`config.mk`:
```
export PLATFORM = sky130hd
export DESIGN_NAME = udp_depacketizer
export DESIGN_NICKNAME = d
export VERILOG_FILES = /design/src/rtl/udp_pkt_pkg.sv /design/src/rtl/udp_hdr_check.sv /design/src/rtl/udp_depacketizer.sv
export SDC_FILE = /design/constraint.sdc
export NUM_CORES = 1
export LEC_CHECK = 0
export ABC_CLOCK_PERIOD_IN_PS = 7260
export BUFFER_PORTS_ARGS = -buffer_cell sky130_fd_sc_hd__buf_2
export CORE_MARGIN = 3
export CORE_UTILIZATION = 45
export CTS_CLUSTER_DIAMETER = 100
export CTS_CLUSTER_SIZE = 24
export DETAILED_ROUTE_END_ITERATION = 10
export PLACE_DENSITY = 0.75
export SYNTH_ARGS = -nofsm -noshare
export SYNTH_HDL_FRONTEND = slang
export SYNTH_SLANG_ARGS = --single-unit
```
`constraint.sdc`:
```
create_clock -name clk -period 7.26 [get_ports clk]
set_clock_uncertainty 0.1 [all_clocks]
set_input_delay 1.452 -clock clk [delete_from_list [all_inputs] [get_ports clk]]
set_output_delay 1.452 -clock clk [all_outputs]
set_load 0.1 [all_outputs]
```
`src/rtl/udp_pkt_pkg.sv`:
```
// Constants shared by the UDP depacketizer and the transmit packetizer:
// header field values, header word indices, the parser state type and small helpers.
package udp_pkt_pkg;

  localparam logic [15:0] ETHERTYPE_IPV4 = 16'h0800;
  localparam logic [7:0]  IP_VER_IHL     = 8'h45;
  localparam logic [7:0]  IP_PROTO_UDP   = 8'h11;
  localparam logic [15:0] IP_TOTAL_LEN   = 16'h05dc;
  localparam logic [15:0] UDP_TOTAL_LEN  = 16'h05c8;

  localparam int unsigned WIDX_W = 4;
  typedef logic [WIDX_W-1:0] widx_t;

  // Word indices of a shift-16 frame (2 pad bytes ahead of the destination MAC)
  localparam widx_t W_MAC_HI   = 4'd0;
  localparam widx_t W_MAC_LO   = 4'd1;
  localparam widx_t W_ETYPE    = 4'd3;
  localparam widx_t W_IP_VER   = 4'd4;
  localparam widx_t W_IP_PROTO = 4'd6;
  localparam widx_t W_IP_DST   = 4'd8;
  localparam widx_t W_UDP_PORT = 4'd9;
  localparam widx_t W_UDP_LEN  = 4'd10;
  localparam widx_t W_SEQ_LO   = 4'd11;
  localparam widx_t W_SEQ_HI   = 4'd12;

  typedef enum logic [2:0] {
    IDLE,
    HEADER,
    COUNTER,
    PAYLOAD,
    DROP
  } state_t;

  function automatic logic [15:0] sat_inc16(input logic [15:0] v);
    return (v == '1) ? v : v + 16'd1;
  endfunction

  function automatic logic [15:0] sat_add16(input logic [15:0] v, input logic [1:0] n);
    logic [16:0] s;
    s = {1'b0, v} + {15'd0, n};
    return s[16] ? '1 : s[15:0];
  endfunction

  function automatic logic [31:0] bswap32(input logic [31:0] w);
    return {w[7:0], w[15:8], w[23:16], w[31:24]};
  endfunction

endpackage

```
`src/rtl/udp_hdr_check.sv`:
```
// Combinational header word check: given the word index within the frame and the
// beat contents, reports whether that word matches the accepted header.
module udp_hdr_check
  import udp_pkt_pkg::*;
#(
  parameter logic [47:0] local_mac  = 48'h021234566790,
  parameter logic [31:0] local_ip   = {8'd192, 8'd168, 8'd50, 8'd50},
  parameter logic [15:0] local_port = 16'd32179
) (
  input  widx_t       idx,
  input  logic [31:0] data,
  output logic        ok
);

  always_comb begin
    ok = 1'b1;
    case (idx)
      W_MAC_HI:   ok = (data[15:0] == local_mac[47:32]);
      W_MAC_LO:   ok = (data == local_mac[31:0]);
      W_ETYPE:    ok = (data[15:0] == ETHERTYPE_IPV4);
      W_IP_VER:   ok = (data[31:24] == IP_VER_IHL) && (data[15:0] == IP_TOTAL_LEN);
      W_IP_PROTO: ok = (data[23:16] == IP_PROTO_UDP);
      W_IP_DST:   ok = (data == local_ip);
      W_UDP_PORT: ok = (data[15:0] == local_port);
      W_UDP_LEN:  ok = (data[31:16] == UDP_TOTAL_LEN);
      default:    ok = 1'b1;
    endcase
  end

endmodule

```
`src/rtl/udp_depacketizer.sv`:
```
// UDP IQ-stream receiver: filters MAC RX frames on MAC/IP/port, tracks a 64-bit
// sequence number and writes byte-swapped IQ samples into the serializer FIFO.
module udp_depacketizer
  import udp_pkt_pkg::*;
#(
  parameter logic [47:0] local_mac  = 48'h021234566790,
  parameter logic [31:0] local_ip   = {8'd192, 8'd168, 8'd50, 8'd50},
  parameter logic [15:0] local_port = 16'd32179,
  parameter int unsigned iq_words   = 366
) (
  input  logic        clk,
  input  logic        reset_n,
  input  logic [31:0] rx_data,
  input  logic        rx_sop,
  input  logic        rx_eop,
  input  logic        rx_err,
  input  logic [1:0]  rx_mod,
  input  logic        rx_dval,
  output logic        rx_rdy,
  output logic        wr_en,
  output logic [31:0] wr_data,
  input  logic        wr_full,
  output logic [31:0] pkt_count,
  output logic [15:0] drop_count,
  output logic [15:0] err_count,
  output logic [15:0] gap_count,
  output logic        seq_gap
);

  localparam logic [15:0] IQ_MAX = 16'(iq_words);

  state_t      state;
  state_t      eff_state;
  widx_t       idx;
  widx_t       cur_idx;
  logic [15:0] wcnt;
  logic [31:0] seq_lo;
  logic [63:0] last_seq;
  logic        last_vld;
  logic [63:0] seq;
  logic        acc;
  logic        hdr_ok;
  logic        abort;
  logic        hdr_end;
  logic        wr_ok;
  logic        short_pkt;
  logic        unused_mod;

  assign unused_mod = ^rx_mod;

  assign rx_rdy  = !reset_n || (state != PAYLOAD) || !wr_full;
  assign acc     = rx_dval && rx_rdy;
  assign cur_idx = rx_sop ? '0 : idx;
  assign seq     = {bswap32(rx_data), seq_lo};

  udp_hdr_check #(
    .local_mac (local_mac),
    .local_ip  (local_ip),
    .local_port(local_port)
  ) u_hdr_check (
    .idx (cur_idx),
    .data(rx_data),
    .ok  (hdr_ok)
  );

  // An sop beat restarts parsing from whatever state we were in, so the beat is
  // handled as a HEADER word while the interrupted frame is counted as a drop.
  always_comb begin
    eff_state = rx_sop ? HEADER : state;
    abort     = acc && rx_sop && (state != IDLE);
    hdr_end   = acc && rx_eop &&
                (eff_state == HEADER || eff_state == COUNTER || eff_state == DROP);
    wr_ok     = (wcnt < IQ_MAX);
    short_pkt = wr_ok && ((wcnt + 16'd1) < IQ_MAX);
  end

  always_ff @(posedge clk) begin
    if (!reset_n) begin
      state      <= IDLE;
      idx        <= '0;
      wcnt       <= '0;
      seq_lo     <= '0;
      last_seq   <= '0;
      last_vld   <= 1'b0;
      wr_en      <= 1'b0;
      wr_data    <= '0;
      seq_gap    <= 1'b0;
      pkt_count  <= '0;
      drop_count <= '0;
      err_count  <= '0;
      gap_count  <= '0;
    end else begin
      wr_en   <= 1'b0;
      seq_gap <= 1'b0;
      if (acc) begin
        case (eff_state)
          HEADER: begin
            idx <= cur_idx + widx_t'(1);
            if (rx_eop)                    state <= IDLE;
            else if (!hdr_ok)              state <= DROP;
            else if (cur_idx == W_UDP_LEN) state <= COUNTER;
            else                           state <= HEADER;
          end
          COUNTER: begin
            idx  <= idx + widx_t'(1);
            wcnt <= '0;
            if (idx == W_SEQ_LO) begin
              seq_lo <= bswap32(rx_data);
            end else begin
              if (last_vld && (seq != last_seq + 64'd1)) begin
                seq_gap   <= 1'b1;
                gap_count <= sat_inc16(gap_count);
              end
              last_seq <= seq;
              last_vld <= 1'b1;
            end
            if (rx_eop)               state <= IDLE;
            else if (idx == W_SEQ_HI) state <= PAYLOAD;
            else                      state <= COUNTER;
          end
          PAYLOAD: begin
            if (wr_ok) begin
              wr_en   <= 1'b1;
              wr_data <= {rx_data[23:16], rx_data[31:24], rx_data[7:0], rx_data[15:8]};
              wcnt    <= wcnt + 16'd1;
            end
            if (rx_eop) begin
              state     <= IDLE;
              pkt_count <= pkt_count + 32'd1;
              if (rx_err || short_pkt) err_count <= sat_inc16(err_count);
            end
          end
          DROP: begin
            if (rx_eop) state <= IDLE;
          end
          default: ;
        endcase
      end
      drop_count <= sat_add16(drop_count, {1'b0, abort} + {1'b0, hdr_end});
    end
  end

endmodule

```
==> results of run 1 <==
registers in the layout, indices dropped and copies added, names as in the netlist:
name / count
gap_count: 16
wr_en: 1
drop_count: 16
seq_lo: 32
idx: 4
state: 3
last_vld: 1
pkt_count: 32
seq_gap: 1
wcnt: 16
wr_data: 32
err_count: 16
last_seq: 64
metal layers:
metal / share of wire [%] / vias to the layer above
li1: - / 5978
met3: 8.0 / 92
met2: 46 / 468
met1: 43 / 5887
met5: 0.069 / -
met4: 3.3 / 4
logic make-up after synthesis:
kind of cell	share of synthesized area, %
and+or+nand+nor	31.5
AOI/OAI and AO/OA	14.0
DFF	36.7
buffers and inverters	4.42
xor gates and xnor gates	8.85
muxes	3.64
adders and majority gates	0.843
worst max-delay path by stage:
stage | endpoint | slack [ps] | depth (start not counted) | startpoint
floorplan | drop_count[10]$_SDFF_PN0_ | 2960 | 11 | reset_n
global placement | gap_count[5]$_SDFFE_PN0P_ | 2480 | 10 | rx_data[19]
detailed placement | gap_count[8]$_SDFFE_PN0P_ | 2460 | 10 | rx_data[19]
CTS | gap_count[6]$_SDFFE_PN0P_ | 2580 | 11 | last_seq[0]$_SDFFE_PN0P_
global route | gap_count[8]$_SDFFE_PN0P_ | 2170 | 11 | last_seq[0]$_SDFFE_PN0P_
finish | gap_count[6]$_SDFFE_PN0P_ | 2470 | 11 | last_seq[0]$_SDFFE_PN0P_
cells in the final DEF, fill, tap and decap left out, types with 9 or more instances in the layout:
cell	Yosys	layout
mux2i_1	43	43
inv_1	24	24
buf_2	11	153
nand2b_1	12	12
nand2_1	296	296
o21ai_0	52	52
nor3_1	37	36
and4_1	16	16
nor2_1	145	144
or4_1	11	11
a21oi_1	157	157
and3_1	34	34
buf_4	0	9
a31oi_1	11	11
nand3_1	59	58
o31ai_1	9	9
dfxtp_1	234	234
clkbuf_16	0	13
or2_2	14	14
xor2_1	61	61
nor4_1	34	34
or3_1	23	23
nand4_1	61	61
xnor2_1	68	68
where the power goes:
| part | internal [mW] | switching (mW) | total, mW |
|---|---|---|---|
| clock | 0.327 | 0.422 | 0.750 |
| combinational | 0.0333 | 0.0919 | 0.125 |
| sequential | 1.28 | 0.00481 | 1.29 |
cell type report:
class                      count  area, µm²
antenna                        3       7.51
clock buffer                  14        329
clock inverter                 1       7.51
fill                        2681      13900
inverter                      25       98.8
multi-input combinational   1289       7530
sequential                   234       4680
tap                          378        473
timing repair buffer         162        833
tightest hold or removal path: stages (launching register included):
cell	delay, ps
dfxtp_1	320
nand2_1	50
a21oi_1	50
==> impl_metrics.py, run 1 <==
metrics = {
    "min_path": {
        "hold-path-endpoint": "wr_data[18]$_SDFFE_PN0P_",
        "hp-start": "wr_data[18]$_SDFFE_PN0P_",
        "min_path_type": "register to register",
        "min_path_cells": 2,
    },
    "power_and_ir_drop": {
        "total_power_mw": 2.16,
        "power_density_nw_per_um2": 155,
        "ir_worst_vdd_uv": 158,
        "power.leakage_nw": 5.09,
    },
    "global_routing": {
        "grtUsageMet3_pct": 5.29,
        "top_usage_layer": "met2",
        "met2_usage_pct": 39.2,
        "grt_pass1_vias": 11500,
        "antenna_found_initial": 3,
        "met1_usage_pct": 30.7,
        "grt_usage_pct": 23.6,
        "grt_pass1_wl_mm": 60.2,
        "grt_max_degree": 121,
        "overflow": 0,
    },
    "worst_setup_path": {
        "cp.required_ps": 7550,
        "cp.arrival_ps": 5080,
        "cp_max_fo": 21,
        "cp_common_cell": "nor4_1",
        "endpoint_kind": "register",
        "rr_worst_depth": 11,
        "crit_family": "simple AND/OR/NAND/NOR gates",
        "path_class": "register to register",
        "path_cells": "ha_1 > nand4_2 > or4_1 > nor4_1 > and3_1 > o22ai_1 > nor4_1 > nand4_1 > o21bai_2 > o311ai_0 > o41ai_1",
        "cp.buffers_inverters": 0,
        "worstReg2RegStart": "last_seq[0]$_SDFFE_PN0P_",
        "max_stage_delay_ps": 770,
        "start_kind": "register",
        "crit_path_top_delay_cell": "or4_1",
        "r2r-end": "gap_count[6]$_SDFFE_PN0P_",
        "ff2ff_setup_slack_ps": 2470,
    },
    "logic_synthesis": {
        "synthArstFlopShare_pct": 0,
        "ys_ff_latch": 234,
        "synthFlopType": "dfxtp_1",
        "synth_edf_count": 0,
        "synth_commonest_cells": "296 x nand2_1, 234 x dfxtp_1, 157 x a21oi_1, 145 x nor2_1, 96 x clkbuf_1",
        "ys_types": 76,
        "synthesis.area_um2": 12800,
        "syn_inst": 1663,
        "synth_top_area_share_pct": 36.7,
        "synth_warnings": 0,
        "synth_top_cells_by_area": "dfxtp_1 37%, nand2_1 8.7%, a21oi_1 6.2%, xnor2_1 4.7%, nor2_1 4.3%",
        "yosysSeqAreaShare_pct": 36.7,
        "yosys.area.top_type": "dfxtp_1",
        "avgSynthCellArea_um2": 7.67,
        "syn_nets": 1712,
        "synth_most_common_cell": "nand2_1",
    },
    "timing": {
        "relSlewSlack_pct": 33.1,
        "finalCritPeriodShare_pct": 65.9,
        "min_period_ps": 4790,
        "hold_viol": 0,
        "rsz0062_at_grt": "false",
        "setup_viol": 0,
        "max_freq_mhz": 209,
        "slew_violations": 0,
        "holdWs_ps": 357,
        "setup_slack_ps": 2470,
        "worstMarginPinSlew_ps": 1000,
        "fin_tns_setup_ps": 0,
    },
    "die": {
        "start_util_pct": 45.8,
        "dieWidth_um": 174,
        "die_h_um": 174,
        "fp-row-count": 61,
        "ios": 156,
        "coreArea_um2": 27900,
        "dieArea_um2": 30400,
    },
    "drt": {
        "antenna_left": 0,
        "wl_mm": 37.6,
        "first_pass_iters": 6,
        "drtIter0Drc": 1011,
        "num_vias": 12400,
        "routedWlPerCell_um": 17.9,
        "drc": 0,
        "vias_per_cell": 5.90,
    },
    "job": {
        "cap_violations": 0,
    },
    "cts": {
        "cts_inserted_buffers": 13,
        "worstSkewPairLatency_ps": 480,
        "hold_buffers": 0,
        "path_clk_slew_ps": 100,
        "postCtsSetupBuffers": 0,
        "cts.sinks": 234,
        "cts_tree": "built",
        "ctsHtreeMaxLevel": 1,
        "root_buffer": "clkbuf_16",
        "cts_buffer_depth": 3,
        "post_cts_resized": 0,
    },
    "place": {
        "place.gp.congestion": 0.978,
        "dp_cells": 2088,
        "pre_cts_ws_ps": 2460,
        "dpl_cell_area_um2": 13600,
        "port_buffers": 153,
        "hpwlAfterDp_mm": 27.3,
    },
    "final_layout": {
        "final_core_util_pct": 50.1,
        "post-route-cell-area_um2": 14000,
        "layout-drive-gt1-share_pct": 12.8,
        "finish.net_count": 1774,
        "area_delta_synth_final_pct": 9.42,
        "final_cells": 2106,
    },
    "run_status": {
        "status": "finished clean",
    },
}
(Power assumes the default switching activity.)
==> inputs of run 2 (changes only) <==
- ABC_AREA: unset -> 1
- ABC_CLOCK_PERIOD_IN_PS: 7260 -> 4800
- clock period: 7.26 -> 4.8 ns (I/O delays scaled with it)
==> impl_metrics.py, run 2 <==
metrics = {
    "run_status": {
        "status": "finished clean",
    },
    "cts": {
        "root_buffer": "clkbuf_16",
        "post_cts_resized": 0,
        "postCtsSetupBuffers": 0,
        "cts.sinks": 234,
        "path_clk_slew_ps": 100,
        "ctsHtreeMaxLevel": 1,
        "worstSkewPairLatency_ps": 500,
        "cts_buffer_depth": 3,
        "hold_buffers": 0,
        "cts_inserted_buffers": 14,
        "cts_tree": "built",
    },
    "final_layout": {
        "antenna_cells": 0,
        "finish.net_count": 2258,
        "fillerInstances": 3005,
        "final_cells": 2596,
        "layout_common_cells": "465 x nand2_1, 266 x nor2_1, 251 x inv_1, 234 x dfxtp_1, 173 x a21oi_1",
        "largest_reg_flops": 64,
        "area_delta_synth_final_pct": 11.0,
        "regMostFlops": "last_seq",
        "seq_area_um2": 4680,
        "multiInputGateArea_um2": 7470,
        "layout-drive-gt1-share_pct": 10.6,
        "post-route-cell-area_um2": 14900,
        "final_common_cell": "nand2_1",
    },
    "worst_setup_path": {
        "cp.arrival_ps": 4020,
        "start_kind": "register",
        "endpoint_kind": "register",
        "path_class": "register to register",
        "cp.required_ps": 5080,
        "cp_max_fo": 32,
    },
    "power_and_ir_drop": {
        "power_density_nw_per_um2": 232,
        "power.leakage_nw": 6.29,
        "total_power_mw": 3.45,
        "ir_worst_vdd_uv": 158,
    },
    "logic_synthesis": {
        "synth_most_common_cell": "nand2_1",
        "synth_commonest_cells": "466 x nand2_1, 267 x nor2_1, 251 x inv_1, 234 x dfxtp_1, 173 x a21oi_1",
        "synth-adder-area-share_pct": 0.801,
        "synth_warnings": 0,
        "yosys.area_share.simple_pct": 35.2,
        "synthArstFlopShare_pct": 0,
        "synthFlopType": "dfxtp_1",
        "synthesis.area_um2": 13400,
        "synth_edf_count": 0,
        "synth_top_cells_by_area": "dfxtp_1 35%, nand2_1 13%, nor2_1 7.5%, inv_1 7.0%, a21oi_1 6.4%",
        "synth-xor-area-share_pct": 4.24,
        "ys_types": 52,
        "syn_nets": 2145,
        "avgSynthCellArea_um2": 6.41,
        "yosys.area.top_type": "dfxtp_1",
        "yosysSeqAreaShare_pct": 34.9,
        "synth_top_area_share_pct": 34.9,
        "muxShareOfSynthArea_pct": 0,
        "syn_inst": 2096,
        "synth_top_family_by_area": "simple AND/OR/NAND/NOR gates",
        "synth-compound-area-share_pct": 15.3,
        "ys_ff_latch": 234,
    },
    "job": {
        "cap_violations": 0,
    },
    "die": {
        "ios": 156,
        "dieArea_um2": 32000,
        "die_h_um": 179,
        "fp-row-count": 62,
        "coreArea_um2": 29100,
        "start_util_pct": 46.2,
        "dieWidth_um": 179,
    },
    "timing": {
        "min_period_ps": 3730,
        "hold_viol": 0,
        "finalCritPeriodShare_pct": 77.8,
        "rsz0062_at_grt": "false",
        "relSlewSlack_pct": 24.5,
        "slew_violations": 0,
        "max_freq_mhz": 268,
        "setup_slack_ps": 1070,
        "worstMarginPinSlew_ps": 1130,
        "setup_viol": 0,
        "fin_tns_setup_ps": 0,
    },
    "drt": {
        "vias_per_cell": 5.48,
        "routedWlPerCell_um": 16.4,
        "wl_mm": 42.7,
        "first_pass_iters": 5,
        "drtIter0Drc": 1403,
        "num_vias": 14200,
        "antenna_left": 0,
        "drc": 0,
    },
    "place": {
        "hpwlAfterDp_mm": 32.4,
        "port_buffers": 153,
        "pre_cts_ws_ps": 761,
        "dp_cells": 2577,
        "place.gp.congestion": 0.998,
        "dpl_cell_area_um2": 14500,
    },
    "global_routing": {
        "grt_pass1_vias": 12700,
        "grt_pass1_wl_mm": 66.3,
        "grt_usage_pct": 25.7,
        "antenna_found_initial": 2,
        "grt_max_degree": 116,
        "overflow": 0,
    },
    "min_path": {
        "min_path_type": "register to register",
    },
}
## run 2: cell types whose count changed in the layout (fill, tap and decap cells not counted), sizes merged, moves of 17 or more
cell    change
clkinv     +18
a21oi      +17
xnor2      -45
mux2i      -43
nor4       -24
and3       -29
or3        -23
nand2     +179
nand3      +82
nor2      +147
o21ai     +120
xor2       -19
inv       +233
## run 2: logic make-up (layout without fill, tap and decap cells)
| family | count (synthesis) | in the layout |
|---|---|---|
| AOI/OAI and AO/OA | 389 | 389 |
| adders and majority gates | 8 | 8 |
| xor gates and xnor gates | 65 | 65 |
| DFF | 234 | 234 |
| and+or+nand+nor | 1064 | 1064 |
| buffers and inverters | 336 | 452 |
## run 2: worst max-delay path, stage by stage, from the launching register on
cell and delay [ps]:
dfxtp_1 490, ha_1 250, inv_1 90, nor2_4 230, nand2_4 120, nor2_4 270
nand2_2 130, nand2_1 100, nand2_1 50, nand2_1 50, nand2_1 50, nor2_1 100
nand2_1 60, nor2_1 170, nand2_1 80, nor2_1 170, nand3_2 600, nand3_1 300
nand2_1 90, inv_1 60, nor2_1 40
## run 2: final cells by class
class | count | share of cell area [%]
Tap cell | 384 | 3.22
Multi-Input combinational cell | 1526 | 50.1
Timing Repair Buffer | 160 | 5.51
Inverter | 273 | 6.87
Sequential cell | 234 | 31.4
Clock buffer | 16 | 2.61
Clock inverter | 3 | 0.243
## run 2: final timing paths
path / slack, ps / cells past startpoint / start / end
min: 350 / 2 / wcnt[10]$_SDFFE_PN0P_ / wcnt[10]$_SDFFE_PN0P_
max reg2reg: 1070 / 20 / last_seq[0]$_SDFFE_PN0P_ / gap_count[0]$_SDFFE_PN0P_
min reg2reg: 350 / 2 / wcnt[10]$_SDFFE_PN0P_ / wcnt[10]$_SDFFE_PN0P_
max: 1070 / 20 / last_seq[0]$_SDFFE_PN0P_ / gap_count[0]$_SDFFE_PN0P_
## run 2: routing by layer
layer  vias to the layer above  share of wire (%)  GRT usage [%]
met1                      6496                 42           33.6
met4                         4                5.0           11.1
met5                         -              0.059              0
met3                       120                8.8           5.68
met2                       558                 44           40.8
li1                       7053                  -              -
## run 2: per-stage QoR
stage	hold WS (ps)	utilization [%]
4_1_cts	350	51.2
5_1_grt	386	51.2
2_1_floorplan	319	-
3_3_place_gp	325	49.8
6_report	348	51.2
3_5_place_dp	333	49.8
## run 2: report_power, final
part	internal, mW	leakage (nW)	switching (mW)	total [mW]
clock	0.595	0.210	0.687	1.28
combinational	0.0559	4.19	0.165	0.220
sequential	1.95	1.88	0.00493	1.95
